[src/rtl/midi_msg_parser_pkg.sv]
// Shared MIDI definitions for the message parser: status constants, parser
// state encodings and the per-status data length lookup.
package midi_msg_parser_pkg;

  // Message type codes, equal to status[6:4] of a channel-voice status byte
  localparam logic [2:0] MIDI_NOTE_OFF   = 3'd0;
  localparam logic [2:0] MIDI_NOTE_ON    = 3'd1;
  localparam logic [2:0] MIDI_POLY_AT    = 3'd2;
  localparam logic [2:0] MIDI_CC         = 3'd3;
  localparam logic [2:0] MIDI_PROG       = 3'd4;
  localparam logic [2:0] MIDI_CHAN_AT    = 3'd5;
  localparam logic [2:0] MIDI_PITCH_BEND = 3'd6;

  localparam logic [7:0] MIDI_SYSEX_START = 8'hF0;
  localparam logic [7:0] MIDI_SYSEX_END   = 8'hF7;
  localparam logic [7:0] MIDI_RT_MIN      = 8'hF8;

  typedef enum logic [1:0] {
    ST_IDLE    = 2'd0,
    ST_WAIT_D1 = 2'd1,
    ST_WAIT_D2 = 2'd2,
    ST_SYSEX   = 2'd3
  } parse_state_t;

  function automatic logic [1:0] midi_data_len(input logic [2:0] msg_type);
    logic [1:0] len;
    case (msg_type)
      MIDI_PROG:    len = 2'd1;
      MIDI_CHAN_AT: len = 2'd1;
      3'd7:         len = 2'd0;
      default:      len = 2'd2;
    endcase
    return len;
  endfunction

endpackage

[src/rtl/midi_msg_parser.sv]
// MIDI byte-stream to channel-voice event parser with running status, SysEx
// skipping and real-time passthrough. Optional MIDI_CHANNEL_FILTER_EN adds omni.
module midi_msg_parser
  import midi_msg_parser_pkg::*;
#(
  parameter logic [3:0] DEFAULT_CHANNEL     = 4'd0,
  parameter bit         NOTE_ON_VEL0_AS_OFF = 1'b1
) (
  input  logic       clk,
  input  logic       reset,
  input  logic       rx_valid,
  input  logic [7:0] rx_byte,
`ifdef MIDI_CHANNEL_FILTER_EN
  input  logic       omni,
`endif
  output logic       msg_valid,
  output logic [2:0] msg_type,
  output logic [3:0] msg_chan,
  output logic [6:0] msg_d1,
  output logic [6:0] msg_d2,
  output logic       rt_valid,
  output logic [7:0] rt_byte
);

  parse_state_t state, state_n;
  logic [2:0]   run_type, run_type_n;
  logic [3:0]   run_chan, run_chan_n;
  logic [6:0]   d1, d1_n;
  logic         emit;
  logic [6:0]   emit_d1;
  logic [6:0]   emit_d2;
  logic [2:0]   emit_type;
  logic         rt_fire;
  logic         chan_ok;

`ifdef MIDI_CHANNEL_FILTER_EN
  assign chan_ok = omni | (run_chan == DEFAULT_CHANNEL);
`else
  // Every channel passes; the compare keeps both builds on one parameter set
  assign chan_ok = 1'b1 | (run_chan == DEFAULT_CHANNEL);
`endif

  // Next-state decode of one received byte
  always_comb begin
    state_n    = state;
    run_type_n = run_type;
    run_chan_n = run_chan;
    d1_n       = d1;
    emit       = 1'b0;
    emit_d1    = d1;
    emit_d2    = 7'd0;
    rt_fire    = 1'b0;
    if (rx_valid) begin
      if (rx_byte >= MIDI_RT_MIN) begin
        rt_fire = 1'b1;
      end else if (rx_byte[7]) begin
        if (rx_byte < MIDI_SYSEX_START) begin
          run_type_n = rx_byte[6:4];
          run_chan_n = rx_byte[3:0];
          state_n    = ST_WAIT_D1;
        end else if (rx_byte == MIDI_SYSEX_START) begin
          run_type_n = 3'd0;
          run_chan_n = 4'd0;
          state_n    = ST_SYSEX;
        end else begin
          // System common or SysEx end: running status is lost
          run_type_n = 3'd0;
          run_chan_n = 4'd0;
          state_n    = ST_IDLE;
        end
      end else begin
        case (state)
          ST_WAIT_D1: begin
            d1_n = rx_byte[6:0];
            if (midi_data_len(run_type) == 2'd1) begin
              emit    = 1'b1;
              emit_d1 = rx_byte[6:0];
              emit_d2 = 7'd0;
            end else begin
              state_n = ST_WAIT_D2;
            end
          end
          ST_WAIT_D2: begin
            emit    = 1'b1;
            emit_d1 = d1;
            emit_d2 = rx_byte[6:0];
            state_n = ST_WAIT_D1;
          end
          default: begin
            state_n = state;
          end
        endcase
      end
    end else begin
      state_n = state;
    end
  end

  // Velocity-0 Note On folding into Note Off
  always_comb begin
    if (NOTE_ON_VEL0_AS_OFF && (run_type == MIDI_NOTE_ON) && (emit_d2 == 7'd0)) begin
      emit_type = MIDI_NOTE_OFF;
    end else begin
      emit_type = run_type;
    end
  end

  // Parser state and running status registers
  always_ff @(posedge clk) begin
    if (reset) begin
      state    <= ST_IDLE;
      run_type <= 3'd0;
      run_chan <= 4'd0;
      d1       <= 7'd0;
    end else begin
      state    <= state_n;
      run_type <= run_type_n;
      run_chan <= run_chan_n;
      d1       <= d1_n;
    end
  end

  // Registered event outputs; fields hold until the next emitted message
  always_ff @(posedge clk) begin
    if (reset) begin
      msg_valid <= 1'b0;
      msg_type  <= 3'd0;
      msg_chan  <= 4'd0;
      msg_d1    <= 7'd0;
      msg_d2    <= 7'd0;
      rt_valid  <= 1'b0;
      rt_byte   <= 8'd0;
    end else begin
      msg_valid <= emit & chan_ok;
      if (emit && chan_ok) begin
        msg_type <= emit_type;
        msg_chan <= run_chan;
        msg_d1   <= emit_d1;
        msg_d2   <= emit_d2;
      end
      rt_valid <= rt_fire;
      if (rt_fire) begin
        rt_byte <= rx_byte;
      end
    end
  end

endmodule

[config.mk]
export PLATFORM = sky130hd
export DESIGN_NAME = midi_msg_parser
export DESIGN_NICKNAME = d
export VERILOG_FILES = /design/src/rtl/midi_msg_parser_pkg.sv /design/src/rtl/midi_msg_parser.sv
export SDC_FILE = /design/constraint.sdc
export NUM_CORES = 1
export LEC_CHECK = 0
export BUFFER_PORTS_ARGS = -buffer_cell sky130_fd_sc_hd__buf_2
export CAP_MARGIN = 20
export CORE_MARGIN = 4
export CORE_UTILIZATION = 30
export CTS_BUF_LIST = sky130_fd_sc_hd__clkbuf_16
export DETAILED_ROUTE_END_ITERATION = 6
export MAX_ROUTING_LAYER = met4
export SYNTH_ARGS = -nofsm -noshare
export SYNTH_HDL_FRONTEND = slang
export SYNTH_SLANG_ARGS = --single-unit
[constraint.sdc]
create_clock -name clk -period 1.8 [get_ports clk]
set_clock_uncertainty 0.2 [all_clocks]
set_input_delay 0.09 -clock clk [delete_from_list [all_inputs] [get_ports clk]]
set_output_delay 0.09 -clock clk [all_outputs]
set_load 0.02 [all_outputs]
Word-level counts from Yosys, hierarchy flattened
Cells that the tools add are included.

Multiplexer cells: 29. Bitwise operators: 2. Order comparisons: 2. Equality and inequality tests: 9. Reduce and logical (&&, ||, !) cells: 7.

Operator list (count): 7-bit 2-to-1 mux (9); 2-bit 2-to-1 mux (8); 3-bit == test (second input constant) (3); 8-bit == test (second input constant) (1); 8-bit greater-or-equal comparator (second input constant) (1); 8-bit < comparator (second input constant) (1); 2-bit case mux with 2 select lines (2); 4-bit AND reduction (2); 7-bit zero test (1); 1-bit 2-to-1 mux (6); 3-bit 2-to-1 mux (2); 2-bit by 1-bit == test with 1-bit output (second input constant) (2); 4-bit 2-to-1 mux (1); 3-bit by 1-bit == test with 1-bit output (second input constant) (1); 3-bit inequality test (second input constant) (1); 3-bit AND reduction (1); 3-bit nonzero test (1); 2-bit == test (second input constant) (1); 1-bit inverter (2); 1-bit case mux with 2 select lines (1); 2-bit OR reduction (1); 1-bit logical AND (1).

Input port bits: 11. Register bits after elaboration: 47. Logic and storage cells: 60. Output and inout port bits: 31.

Longest topological paths before layout
Word-level depth: 13. Mapped depth: 8. Depth with buffers taken out: 6.

Worst setup path before layout
OpenSTA, ideal clock, no wires.

Path type: reg-to-reg. Start point: register state[0]. End point: register msg_d2[0]. Stages on the path, launching flop included: 9. Slack: -0.012 ns. Data arrival time: 1.540 ns. Path buffers: 2. Clock period less this slack: 1.812 ns. Library setup time: 0.071 ns. Data required time: 1.529 ns. Cells stage by stage: dfxtp_1 -> inv_1 -> ha_1 -> nor3b_1 -> o21a_1 -> buf_4 -> buf_6 -> nand3_1 -> a21oi_1.

Word-level cells in the longest chain between the ends: 5. Elaborated cells between the ends (all ways): 10. Those cells by class: eq/ne (2); mux (8).

RTL lines: start: declaration (line midi_msg_parser.sv:25) `parse_state_t state, state_n;`; start signal: assignment (line midi_msg_parser.sv:116) `state <= state_n;`; 2-bit == test / 2-bit by 1-bit == test with 1-bit output (equally long branches) (line midi_msg_parser.sv:72) `case (state)`; 1-bit case mux with 2 select lines / 7-bit 2-to-1 mux (equally long branches); 1-bit 2-to-1 mux / 7-bit 2-to-1 mux (equally long branches) (line midi_msg_parser.sv:56) `end else if (rx_byte[7]) begin`; 1-bit 2-to-1 mux / 7-bit 2-to-1 mux (equally long branches) (line midi_msg_parser.sv:54) `if (rx_byte >= MIDI_RT_MIN) begin`; 1-bit 2-to-1 mux / 7-bit 2-to-1 mux (equally long branches) (line midi_msg_parser.sv:53) `if (rx_valid) begin`; end signal: assignment (line midi_msg_parser.sv:139) `msg_d2 <= emit_d2;`; end: declaration (line midi_msg_parser.sv:20) `output logic [6:0] msg_d2,`.

Several ways; a longest one is shown, not always the timed one. A chain may end at the register's enable or synchronous reset.

Final worst setup path
Start point: register state[1]. End point: register msg_d1[0].

Word-level cells in the longest chain between the ends: 5. Elaborated cells between the ends (all ways): 10. Those cells by class: eq/ne (2); mux (8).

RTL lines: 2-bit == test / 2-bit by 1-bit == test with 1-bit output (equally long branches) (line midi_msg_parser.sv:72); 1-bit case mux with 2 select lines / 7-bit 2-to-1 mux (equally long branches) (line midi_msg_parser.sv:72); 1-bit 2-to-1 mux / 7-bit 2-to-1 mux (equally long branches) (line midi_msg_parser.sv:56); 1-bit 2-to-1 mux / 7-bit 2-to-1 mux (equally long branches) (line midi_msg_parser.sv:54); 1-bit 2-to-1 mux / 7-bit 2-to-1 mux (equally long branches) (line midi_msg_parser.sv:53); end signal: assignment (line midi_msg_parser.sv:138) `msg_d1 <= emit_d1;`; end: declaration (line midi_msg_parser.sv:19) `output logic [6:0] msg_d1,`.

Several ways; a longest one is shown, not always the timed one.

==> results <==
- The flow ran to the end, and the final reports show no timing, DRC or antenna violations.
- The final estimated routing congestion in global placement is 0.806.
- The worst register-to-register path has a depth of 8.
- The total via count after detailed routing is 1,716.
- The share of the Yosys chip area taken by registers is 0.483.
- The worst hold path begins at reset.
- Counting every net in the synthesized netlist gives 228.
- Of the total power, the share spent switching nets is 0.238.
- Once routing completed, OpenROAD measured the worst setup slack at 0.0202 ns.
- In this run the clock root is driven by a sky130_fd_sc_hd__clkbuf_16.
- In the routed design, unresolved DRC markers number 0.
- The path class of the tightest hold or removal check is primary input to register.
- Walking the worst path, the cells encountered are inv_2 -> ha_4 -> buf_6 -> nand3b_1 -> nor3b_2 -> buf_6 -> mux2i_4 -> a211oi_2.
- The required time at the worst-slack endpoint is 1.76 ns.
- The repair_antennas step left the layout with diodes totalling 0.
- The first-pass GRT wire length is 7.90 mm.
- By area the synthesized netlist is led by sky130_fd_sc_hd__dfxtp_1, sky130_fd_sc_hd__mux2i_1, sky130_fd_sc_hd__a21oi_1.
- 42 I/O pins were placed.
- Of all flip-flops after synthesis, the portion carrying an async set or reset was 0.
- The synthesized design contains 0 enable-type register cells.
- For the final routed database, the setup TNS stands at 0 ns.
- The global-route usage over all layers is 0.133.
- The placeable core region is 6310 µm².
- Internal power comes to 1680 µW.
- In this run the critical register-to-register path is captured at msg_d1[0].
- The synthesized design contains 47 register bits.
- Including well taps, the total number of placed cells is 333.
- In this run the number of H-tree levels came out at 2.
- The HPWL after detailed placement is 3.26 mm.
- Counting every instance in the synthesized netlist gives 215.
- Of the cells placed in the final design, the portion with a size suffix greater than 1 is 0.341.
- The worst hold path passes through 2 cells.
- The routed design has 4.97 mm of wire.
- Dividing the final minimum period by the clock period gives 0.989.
- The fraction of power consumed by sequential logic is 0.488.
- Of all nets on the critical path, the largest fanout is 7.
- The proportion of power drawn by combinational gates is 0.112.
- Hold timing on the final database bottoms out at a slack of 0.00702 ns.
- Across the run, the number of max-cap violations was 0.
- After clock tree synthesis, the clock-pin slew on the worst setup and hold paths is 0.06 ns.
- IR analysis of the VDD net gives a maximum drop of 0.494 mV.
- For this run, the post-layout net count is 289.
- The finished layout holds 353 standard cells, fillers aside.
- The initial antenna violation count is 0.
- STA classifies the critical path startpoint as a register.
- The vertical die dimension is 88.6 µm.
- The terminating pin of the worst hold path is d1[5].
- The post-detailed-route count of antenna-violating nets is 0.
- In the final routed layout, each cell accounts on average for 14.1 µm.
- The most used flip-flop cell after synthesis is sky130_fd_sc_hd__dfxtp_1.
- By instance count, the cell type seen most on the critical path is sky130_fd_sc_hd__buf_6.
- Setup violations remaining at the end of the flow were counted as 0.
- Counting both buffers and inverters, the worst setup path holds a total of 3.
- Once layout is complete, the utilization of the core stands at 0.422.
- The worst setup slack after placement is -0.0965 ns.
- Summed over all layers, the global routing overflow is 0.
- The headroom to the max-slew limit is 0.723.
- The number of clock sinks seen by CTS is 47.
- Summed over all cells, the static leakage comes to 0.00113 µW.
- After synthesis, the mean cell area works out to 9.07 µm².
- In the routed layout, each cell is associated on average with a via count of 4.86.
- The number of filler cells placed in the layout is 652.
- In this design, the stage delay of the slowest critical-path cell is 0.32 ns.
- The count of TritonRoute iterations in the first routing pass is 4.
- After the first detailed-routing iteration, the DRC count stood at 83.
- The floorplan has 29 rows.
- The achievable clock frequency is 562 MHz.
- From synthesis to final layout, the design area changed by 36.8%.
- The dominant cell type by area after synthesis is sky130_fd_sc_hd__dfxtp_1.
- The register-to-register setup slack is 0.02 ns.
- After synthesis the cells add up to 1950 µm².
- During synthesis, Yosys emitted a total of 0 warnings.
- STA classifies the critical path endpoint as a register.
- The full die area is 7850 µm².
- The later pin in the worst-skew pair is clocked with a latency of 0.28 ns.
- The count of buffers from port buffering is 41.
- The startpoint-to-endpoint class of the critical path is register to register.
- The number of global-route vias before repair is 1,628.
- For this configuration, the core starts out at a cell density of 0.309.
- The clock share of power is 0.401.
- Counting I/O delays and the setup requirement, the final critical path takes 1.78 ns.
- The largest individual stage delay along the critical path comes from the cell sky130_fd_sc_hd__dfxtp_2.
- Dividing total power by cell area gives a power density of 827 nW/µm².
- The count of final max-slew check failures is 0.
- The most common cell in the synthesized netlist is sky130_fd_sc_hd__dfxtp_1.
- The number of different library cells used by synthesis comes to 33.
- The TritonCTS buffer count is 5.
- The number of endpoints with negative hold slack in the final report is 0.
- The gate family responsible for the most delay along the worst path is buffers and inverters.
- The maximum buffer depth of the clock tree is 2.
- At the pin with the least slew margin, the transition time is 0.415 ns.
- The maximum number of pins on one net before global-route repair is 32.
- The reg-to-reg startpoint is state[1].
- Setup repair after global routing could not meet its margin everywhere.
- The die is 88.6 µm wide.
- The signal arrival time at the worst endpoint is 1.74 ns.
- By count the netlist is led by sky130_fd_sc_hd__dfxtp_1, sky130_fd_sc_hd__a21oi_1, sky130_fd_sc_hd__nand2_1.
- The fraction of post-synthesis cell area in the top cell type by area is 0.483.
- The TritonCTS clock tree is done.
- The net switching power is 525 µW.
worst max path at each step:
| stage | endpoint | slack, ns | cells after the start | start |
|---|---|---|---|---|
| 3_5_place_dp | msg_d1[4] | -0.1 | 7 | state[0] |
| 4_1_cts | msg_type[1] | 0.008 | 9 | state[1] |
| 5_1_grt | msg_d1[0] | -0.06 | 8 | state[1] |
| 3_3_place_gp | msg_d1[3] | -0.06 | 7 | state[0] |
| 2_1_floorplan | state[0] | 0.04 | 6 | state[1] |
| 6_report | msg_d1[0] | 0.02 | 8 | state[1] |
cell type report:
type	instances	area, µm²	area share
clock inverter	2	12.5	0.00469
inverter	10	37.5	0.0141
clock buffer	5	125	0.0469
sequential	47	946	0.355
timing repair buffer	71	490	0.184
multi-input combinational	141	958	0.359
tap	77	96.3	0.0361
metrics by stage:
step / total power (µW) / cell area (µm²)
after floorplan: 1220 / 1950
after global placement: 1280 / 2300
after detailed placement: 1290 / 2300
after CTS: 2210 / 2600
after global routing: 2280 / 2670
final: 2200 / 2670
metal layers:
layer / GRT usage / part of all wire
met4: 0.0495 / 0.014
met5: - / 0
met2: 0.199 / 0.46
met1: 0.172 / 0.47
met3: 0.0345 / 0.053
power groups by stage:
stage	clock network, µW	logic [µW]	registers, µW
finish	883	246	1080
global route	936	268	1080
global placement	0	190	1100
detailed placement	0	191	1100
CTS	909	223	1080
floorplan	0	115	1100
layout by cell type (no fill, tap or decap), drive strengths merged, types with 7 or more instances in the layout:
master	Yosys	routed
buf	13	64
dfxtp	47	47
a21oi	29	29
nand2	25	25
nor2	21	21
mux2i	17	17
inv	10	11
nand3	10	10
nand4	7	7
dlygate4sd3	0	7
state kept, by name, summed over array words and instances (netlist names), 2 cells and up:
signal / cells
rt_byte: 8
d1: 7
msg_d1: 7
msg_d2: 7
msg_chan: 4
run_chan: 4
msg_type: 3
run_type: 3
state: 2
cells by family after synthesis:
logic type,synth area share
flip-flops,0.483
buffers and inverters,0.0738
adder cells (fa/ha/maj),0.0128
multiplexers,0.0873
AND/OR/NAND/NOR,0.183
AO/OA/AOI/OAI,0.160
repair_timing:
action / in CTS / in global routing
setup endpoints to repair: 22 / 23
hold endpoints to repair: 21 / 0
hold buffers: 7 / 0
buffers inserted: 3 / 1
gates resized for setup: 17 / 12
gates cloned: 1 / 1
pin swaps: 8 / 12
(Power assumes the default switching activity.)
